## src/rtl/mem_arb_pkg.sv

```systemverilog
// Shared types and default constants for the CPU/DMA memory port arbiter.
package mem_arb_pkg;

  typedef enum logic [1:0] {
    IDLE   = 2'd0,
    ACCESS = 2'd1,
    RESP   = 2'd2
  } arbState_t;

  typedef enum logic {
    OWN_CPU = 1'b0,
    OWN_DMA = 1'b1
  } owner_t;

  localparam int DEF_CPU_BURST_MAX  = 4;
  localparam int DEF_TIMEOUT_CYCLES = 255;

  // Smallest counter width able to hold maxVal (never below 1 bit).
  function automatic int ctrWidth(input int maxVal);
    return (maxVal < 1) ? 1 : $clog2(maxVal + 1);
  endfunction

endpackage

```

## src/rtl/mem_arb_prio.sv

```systemverilog
// Winner select for the arbiter: CPU first, DMA once the CPU burst limit is hit.
module mem_arb_prio
  import mem_arb_pkg::*;
#(
  parameter int CPU_BURST_MAX = DEF_CPU_BURST_MAX
) (
  input  logic   clk,
  input  logic   rst_n,
  input  logic   cpu_req,
  input  logic   dma_req,
  input  logic   idle,
  input  logic   grantEn,
  output logic   grantValid,
  output owner_t winner
);

  localparam int CW = ctrWidth(CPU_BURST_MAX);
  localparam logic [CW-1:0] BURST_LIMIT = CW'(CPU_BURST_MAX);

  logic [CW-1:0] burstCnt;
  logic          burstFull;

  always_comb begin
    burstFull  = (burstCnt == BURST_LIMIT);
    grantValid = grantEn && (cpu_req || dma_req);
    winner     = (dma_req && (!cpu_req || burstFull)) ? OWN_DMA : OWN_CPU;
  end

  // Counts CPU grants that starved a waiting DMA; saturates at the limit.
  always_ff @(posedge clk) begin
    if (!rst_n) begin
      burstCnt <= '0;
    end else if (grantValid && winner == OWN_DMA) begin
      burstCnt <= '0;
    end else if (grantValid && dma_req && !burstFull) begin
      burstCnt <= burstCnt + 1'b1;
    end else if (idle && !dma_req) begin
      burstCnt <= '0;
    end
  end

endmodule

```

## src/rtl/mem_port_arbiter.sv

```systemverilog
// Two-requester (CPU, DMA) single memory port arbiter with access timeout.
module mem_port_arbiter
  import mem_arb_pkg::*;
#(
  parameter int CPU_BURST_MAX  = DEF_CPU_BURST_MAX,
  parameter int TIMEOUT_CYCLES = DEF_TIMEOUT_CYCLES
) (
  input  logic        clk,
  input  logic        rst_n,
  input  logic        cpu_req,
  input  logic        cpu_we,
  input  logic [31:0] cpu_addr,
  input  logic [31:0] cpu_wdata,
  output logic        cpu_ack,
  output logic [31:0] cpu_rdata,
  output logic        cpu_err,
  input  logic        dma_req,
  input  logic        dma_we,
  input  logic [31:0] dma_addr,
  input  logic [31:0] dma_wdata,
  output logic        dma_ack,
  output logic [31:0] dma_rdata,
  output logic        dma_err,
  output logic        mem_en,
  output logic        mem_we,
  output logic [31:0] mem_addr,
  output logic [31:0] mem_wdata,
  input  logic [31:0] mem_rdata,
  input  logic        mem_ack,
  output logic        busy
);

  localparam int TW = ctrWidth(TIMEOUT_CYCLES);
  localparam logic [TW-1:0] TOUT_LAST = TW'(TIMEOUT_CYCLES - 1);

  arbState_t     state;
  owner_t        owner;
  owner_t        winner;
  logic          grantValid;
  logic          grantEn;
  logic [TW-1:0] toutCnt;
  logic [31:0]   respData;
  logic          respErr;

  // The cycle carrying an ack is the IDLE turnaround: the requester has not yet
  // dropped its request, so granting here would replay the finished access.
  assign grantEn = (state == IDLE) && !cpu_ack && !dma_ack;

  mem_arb_prio #(
    .CPU_BURST_MAX(CPU_BURST_MAX)
  ) uPrio (
    .clk       (clk),
    .rst_n     (rst_n),
    .cpu_req   (cpu_req),
    .dma_req   (dma_req),
    .idle      (state == IDLE),
    .grantEn   (grantEn),
    .grantValid(grantValid),
    .winner    (winner)
  );

  always_ff @(posedge clk) begin
    if (!rst_n) begin
      state     <= IDLE;
      owner     <= OWN_CPU;
      toutCnt   <= '0;
      respData  <= '0;
      respErr   <= 1'b0;
      cpu_ack   <= 1'b0;
      cpu_rdata <= '0;
      cpu_err   <= 1'b0;
      dma_ack   <= 1'b0;
      dma_rdata <= '0;
      dma_err   <= 1'b0;
      mem_en    <= 1'b0;
      mem_we    <= 1'b0;
      mem_addr  <= '0;
      mem_wdata <= '0;
      busy      <= 1'b0;
    end else begin
      cpu_ack   <= 1'b0;
      cpu_rdata <= '0;
      cpu_err   <= 1'b0;
      dma_ack   <= 1'b0;
      dma_rdata <= '0;
      dma_err   <= 1'b0;
      case (state)
        IDLE: begin
          if (grantValid) begin
            owner     <= winner;
            mem_en    <= 1'b1;
            mem_we    <= (winner == OWN_DMA) ? dma_we    : cpu_we;
            mem_addr  <= (winner == OWN_DMA) ? dma_addr  : cpu_addr;
            mem_wdata <= (winner == OWN_DMA) ? dma_wdata : cpu_wdata;
            toutCnt   <= '0;
            busy      <= 1'b1;
            state     <= ACCESS;
          end
        end
        ACCESS: begin
          if (mem_ack || toutCnt == TOUT_LAST) begin
            respData  <= (mem_ack && !mem_we) ? mem_rdata : 32'h0;
            respErr   <= !mem_ack;
            mem_en    <= 1'b0;
            mem_we    <= 1'b0;
            mem_addr  <= '0;
            mem_wdata <= '0;
            state     <= RESP;
          end else begin
            toutCnt <= toutCnt + 1'b1;
          end
        end
        RESP: begin
          if (owner == OWN_DMA) begin
            dma_ack   <= 1'b1;
            dma_rdata <= respData;
            dma_err   <= respErr;
          end else begin
            cpu_ack   <= 1'b1;
            cpu_rdata <= respData;
            cpu_err   <= respErr;
          end
          busy  <= 1'b0;
          state <= IDLE;
        end
        default: begin
          state <= IDLE;
          busy  <= 1'b0;
        end
      endcase
    end
  end

endmodule

```

## config.mk

```make
export PLATFORM = sky130hd
export DESIGN_NAME = mem_port_arbiter
export DESIGN_NICKNAME = d
export VERILOG_FILES = /design/src/rtl/mem_arb_pkg.sv /design/src/rtl/mem_arb_prio.sv /design/src/rtl/mem_port_arbiter.sv
export SDC_FILE = /design/constraint.sdc
export NUM_CORES = 1
export LEC_CHECK = 0
export ABC_AREA = 1
export BUFFER_PORTS_ARGS = -buffer_cell sky130_fd_sc_hd__buf_2
export CORE_ASPECT_RATIO = 0.7
export CORE_MARGIN = 8
export CORE_UTILIZATION = 45
export DETAILED_ROUTE_END_ITERATION = 7
export PLACE_DENSITY = 0.76
export REMOVE_ABC_BUFFERS = 1
export SYNTH_ARGS = -nofsm -noshare
export SYNTH_HDL_FRONTEND = slang
export SYNTH_HIERARCHICAL = 1
export SYNTH_SLANG_ARGS = --single-unit
```

## constraint.sdc

```tcl
create_clock -name clk -period 2.8 [get_ports clk]
set_input_delay 0.7 -clock clk [delete_from_list [all_inputs] [get_ports clk]]
set_output_delay 0.7 -clock clk [all_outputs]
set_load 0.01 [all_outputs]
```

Word-level counts from Yosys, hierarchy flattened
Cells that the tools add are included.
Word-level totals
  register bits: 182
  input bits: 167
  output and inout port bits: 135
  logic and storage cells: 87
Operators by class
  add/subtract/negate cells: 2
  equal/unequal tests: 7
  mux-type cells: 26
  bitwise gates (word level): 3
  reductions and logical operators: 32
Operator list (count)
  two-way mux 32 bit: 6
  one-hot mux 32 bit (2 select lines): 2
  two-way mux 8 bit: 2
  one-hot mux 8 bit (2 select lines): 1
  AND reduction 2 bit: 5
  logical AND 1 bit: 9
  AND reduction 3 bit: 3
  adder 8 x 1 -> 8 bit, second input constant: 1
  == test 8 bit, second input constant: 1
  logical NOT 1 bit: 7
  two-way mux 1 bit: 7
  two-way mux 3 bit: 2
  != test 2 bit, second input constant: 3
  one-hot mux 1 bit (2 select lines): 3
  two-way mux 2 bit: 2
  one-hot mux 2 bit (2 select lines): 1
  nonzero test 2 bit: 2
  adder 3 x 1 -> 3 bit, second input constant: 1
  == test 3 bit, second input constant: 1
  logical OR 1 bit: 3
  inverter 1 bit: 3
  OR reduction 3 bit: 1
  == test 2 x 1 -> 1 bit, second input constant: 1
  == test 2 bit, second input constant: 1
  2 further kinds: 2

Depth between registers and ports, before layout
  word-level depth: 7
  depth in mapped cells: 12
  mapped depth without buffers: 11

Modules after synthesis
Netlist, hierarchy kept.
Modules (own cells, without submodules)
  mem_port_arbiter: times used 1, cells each 969, area each 7069.3 um^2, sequential area each 3583.4 um^2
  mem_arb_prio: times used 1, cells each 33, area each 216.5 um^2, sequential area each 60.1 um^2

Worst setup path after synthesis
No wires, ideal clock.
  path kind: in2reg
  start point: in dma_req
  end point: reg mem_addr[10]
  setup time: 0.064 ns
  data arrival time: 1.701 ns
  required time: 2.736 ns
  path slack: 1.036 ns
  stages on the path: 8
  path buffers: 2
  cells stage by stage: inv_1 > a21oi_1 > buf_2 > clkbuf_1 > nand2_1 > a21oi_1 > a21oi_1 > nor2_1
On the way
  longest elaborated chain between the ends: 5
  elaborated cells on any way between the ends: 9
  classes of those cells: eq/ne: 1; mux: 4; reduce/logical: 4
RTL lines
  start, declared: line mem_port_arbiter.sv:17  | input logic dma_req,
  logical AND 1 bit: line mem_arb_prio.sv:26  | winner = (dma_req && (!cpu_req || burstFull)) ? OWN_DMA : OWN_CPU;
  two-way mux 1 bit: line mem_arb_prio.sv:26
  named net winner: line mem_port_arbiter.sv:38  | owner_t winner;
  two-way mux 32 bit: line mem_port_arbiter.sv:93  | mem_addr <= (winner == OWN_DMA) ? dma_addr : cpu_addr;
  two-way mux 32 bit: line mem_port_arbiter.sv:89  | if (grantValid) begin
  one-hot mux 32 bit (2 select lines): line mem_port_arbiter.sv:87  | case (state)
  end signal, assigned: line mem_port_arbiter.sv:93
  end, declared: line mem_port_arbiter.sv:26  | output logic [31:0] mem_addr,
The timed path passes the listed nets, and every way through them passes these cells. The select of a mux whose other input is x is not followed.
A chain may end at the register's enable or synchronous reset.

Final worst setup path
  start point: reg state[1]
  end point: reg toutCnt[0]
On the way
  longest elaborated chain between the ends: 6
  elaborated cells on any way between the ends: 10
  classes of those cells: eq/ne: 3; mux: 1; reduce/logical: 6
RTL lines
  start, declared: line mem_port_arbiter.sv:36  | arbState_t state;
  start signal, assigned: line mem_port_arbiter.sv:64  | state <= IDLE;
  start signal, assigned: line mem_port_arbiter.sv:97  | state <= ACCESS;
  start signal, assigned: line mem_port_arbiter.sv:108  | state <= RESP;
  logical NOT 2 bit: line mem_port_arbiter.sv:47  | assign grantEn = (state == IDLE) && !cpu_ack && !dma_ack;
  logical AND 1 bit (2 in a row): line mem_port_arbiter.sv:47
  named net grantEn: line mem_port_arbiter.sv:40  | logic grantEn;
  logical AND 1 bit: line mem_arb_prio.sv:25  | grantValid = grantEn && (cpu_req || dma_req);
  named net grantValid: line mem_port_arbiter.sv:39  | logic grantValid;
  != test 2 bit (no line)
  AND reduction 3 bit (no line)
  end signal, assigned: line mem_port_arbiter.sv:110  | toutCnt <= toutCnt + 1'b1;
  end, declared: line mem_port_arbiter.sv:41  | logic [TW-1:0] toutCnt;
The timed path passes the listed nets, and every way through them passes these cells.

==> results_dict.tcl <==
set metrics [dict create \
    yosys.area.top_type_share_pct 50.0 \
    clock_skew_ns 0.0168 \
    clock.fmax_ghz 0.443 \
    grt-ovfl-total 0 \
    grt_usage_pct 21.4 \
    crit_required_ns 3.10 \
    path_cells "nor4_1 > o21a_1 > nand2_4 > buf_12 > nand2_1 > inv_1 > nor2_1 > nor2_1" \
    synth_top_cell_by_area "dfxtp_1" \
    layout_min_cycle_time_ns 2.26 \
    critical_path_depth 8 \
    fill_cells 1535 \
    start_kind "register" \
    power.total_uw 6540 \
    rows 39 \
    avgSynthCellArea_sq_um 7.27 \
    slowest_delay_ns 0.57 \
    antenna_found_initial 1 \
    pin_count 302 \
    clock_latency_ns 0.42 \
    hold_class "reg -> reg" \
    vdd_ir_drop_max_v 0.000341 \
    postRouteAntennaNets 0 \
    rsz0062_at_grt "no" \
    crit_arrival_ns 2.56 \
    routedWlPerCell_um 15.1 \
    syn_area_sq_um 7290 \
    yosys_warnings 6 \
    multi_input_area_sq_um 3130 \
    setup_viol 0 \
    num_antenna_cells 0 \
    critPathBufInv 2 \
    dieWidth_um 168 \
    rr_worst_depth 8 \
    register_area_sq_um 3640 \
    cts_buffers 17 \
    crit_top_cell "nor2_1" \
    max_slew_margin_pct 19.8 \
    mostFrequentLayoutCells "buf_2, nand2_1, dfxtp_1" \
    layout.cells.non_filler 1485 \
    slew_viol_final 0 \
    dieArea_sq_um 20600 \
    synthDistinctLibCells 24 \
    drive_gt1_share_pct 28.3 \
    wl_um 22400 \
    outcome "completed" \
    root_buffer "clkbuf_16" \
    p_leak_uw 0.00472 \
    postCtsSetupRepairBufs 0 \
    cts_hold_buf 0 \
    clock_path_buffers 2 \
    pwr_density_cell_nw_per_um2 688 \
    hold_depth 2 \
    initial_core_util_pct 45.2 \
    cts_tree "yes" \
    tightest_slew_ns 1.20 \
    core_sq_um 16100 \
    criticalPathCategory "reg -> reg" \
    grt_pass1_wl_um 36200 \
    ctsHtreeMaxLevel 4 \
    ys_seq_area_share_pct 50.0 \
    end_kind "register" \
    hpwl_um 16200 \
    path_delay_family "simple AND/OR/NAND/NOR gates" \
    drc_errors 0 \
    ys_ff_latch 182 \
    dp_cells 1454 \
    syn2layout_area_growth_pct 30.4 \
    syn_inst 1002 \
    grt_pass1_vias 7097 \
    cp_max_fo 104 \
    final_common_cell "buf_2" \
    detailedRoute.firstIterationViolations 536 \
    hold_viol 0 \
    gp_congestion 0.813 \
    detail_route.first_pass.iterations 7 \
    path_clk_slew_ns 0.07 \
    cpMaxStageDelayCell "nor4_1" \
    vias 7336 \
    fin_crit_sh_pct 80.6 \
    vias_per_cell 4.94 \
    io_buffers 301 \
    finalNetCount 1439 \
    cts.sinks 182 \
    synthTopCellsByArea "dfxtp_1, nand2_1, a21oi_1, nand3_1, nor2_1" \
    die_y_um 122 \
    ctsResizeCount 0 \
    grt_max_degree 105 \
    max-cap-violations 0 \
]
==> power breakdown <==
group          switching, uW  total, uW  leakage (uW)  internal (uW)
Clock                   1140       2340      0.000282           1200
Combinational            816       1330       0.00296            509
Sequential              97.0       2870       0.00148           2780
Total                   2050       6540       0.00472           4490
==> cell families after synthesis <==
kind of cell,share of synthesized area (%)
DFF,50.0
AOI/OAI and AO/OA,8.38
adders and majority gates,0.687
buffers and inverters,7.33
and+or+nand+nor,33.6
==> tightest hold or removal path, stage by stage (launching register included) <==
cell and delay [ns]:
dfxtp_1 0.32, inv_1 0.06, nor2_1 0.04
==> metal layers <==
layer / global-route usage [%] / vias to the layer above / wire length (um)
met3: 7.01 / 20 / 1740
met2: 35.5 / 240 / 10500
li1: - / 3717 / -
met5: 0 / - / 10
met4: 4.84 / 2 / 238
met1: 26.9 / 3357 / 9860
==> Yosys cell counts, drive strengths merged <==
library cell,n
o21ai,4
o211ai,1
nand4,8
clkinv,1
nand3,99
inv,58
nor4,1
nand3b,32
dfxtp,182
nor2,122
o21a,1
nand2,303
a21oi,115
ha,4
nor3,2
clkbuf,35
buf,34
==> path summary, 6_finish.rpt <==
kind	startpoint	endpoint	slack (ns)
worst max-delay path	state[1]$_SDFFE_PN0P_	toutCnt[0]$_SDFFE_PN0P_	0.54
worst min-delay path	respData[12]$_SDFFE_PN0P_	dma_rdata[12]$_SDFF_PN0_	0.45
worst max register to register	state[1]$_SDFFE_PN0P_	toutCnt[0]$_SDFFE_PN0P_	0.54
worst min register to register	respData[12]$_SDFFE_PN0P_	dma_rdata[12]$_SDFF_PN0_	0.45
==> registers in the layout, summed over array words and instances, names as in the netlist, 2 cells and up <==
name / count
dma_rdata: 32
mem_addr: 32
cpu_rdata: 32
respData: 32
toutCnt: 8
uPrio/burstCnt: 3
mem_wdata: 32
state: 2
==> layout make-up <==
type | count | share of cell area, %
timing repair buffer | 316 | 17.6
multi-input combinational | 692 | 32.9
sequential | 182 | 38.3
tap | 205 | 2.70
clock inverter | 14 | 1.65
clock buffer | 17 | 4.48
inverter | 59 | 2.33
==> stage by stage <==
stage | util (%) | setup slack (ns) | TNS, ns | area (sq um) | hold WS (ns)
final | 59.0 | 0.543 | 0 | 9500 | 0.452
after global routing | 59.0 | 0.362 | 0 | 9500 | 0.464
after CTS | 59.0 | 0.518 | 0 | 9500 | 0.452
after detailed placement | 55.4 | 0.354 | 0 | 8920 | 0.443
after global placement | 55.4 | 0.364 | 0 | 8920 | 0.440
after floorplan | - | -2.54 | -167.11 | 6970 | 0.428
Note: power is estimated with default switching activity, not from simulation.
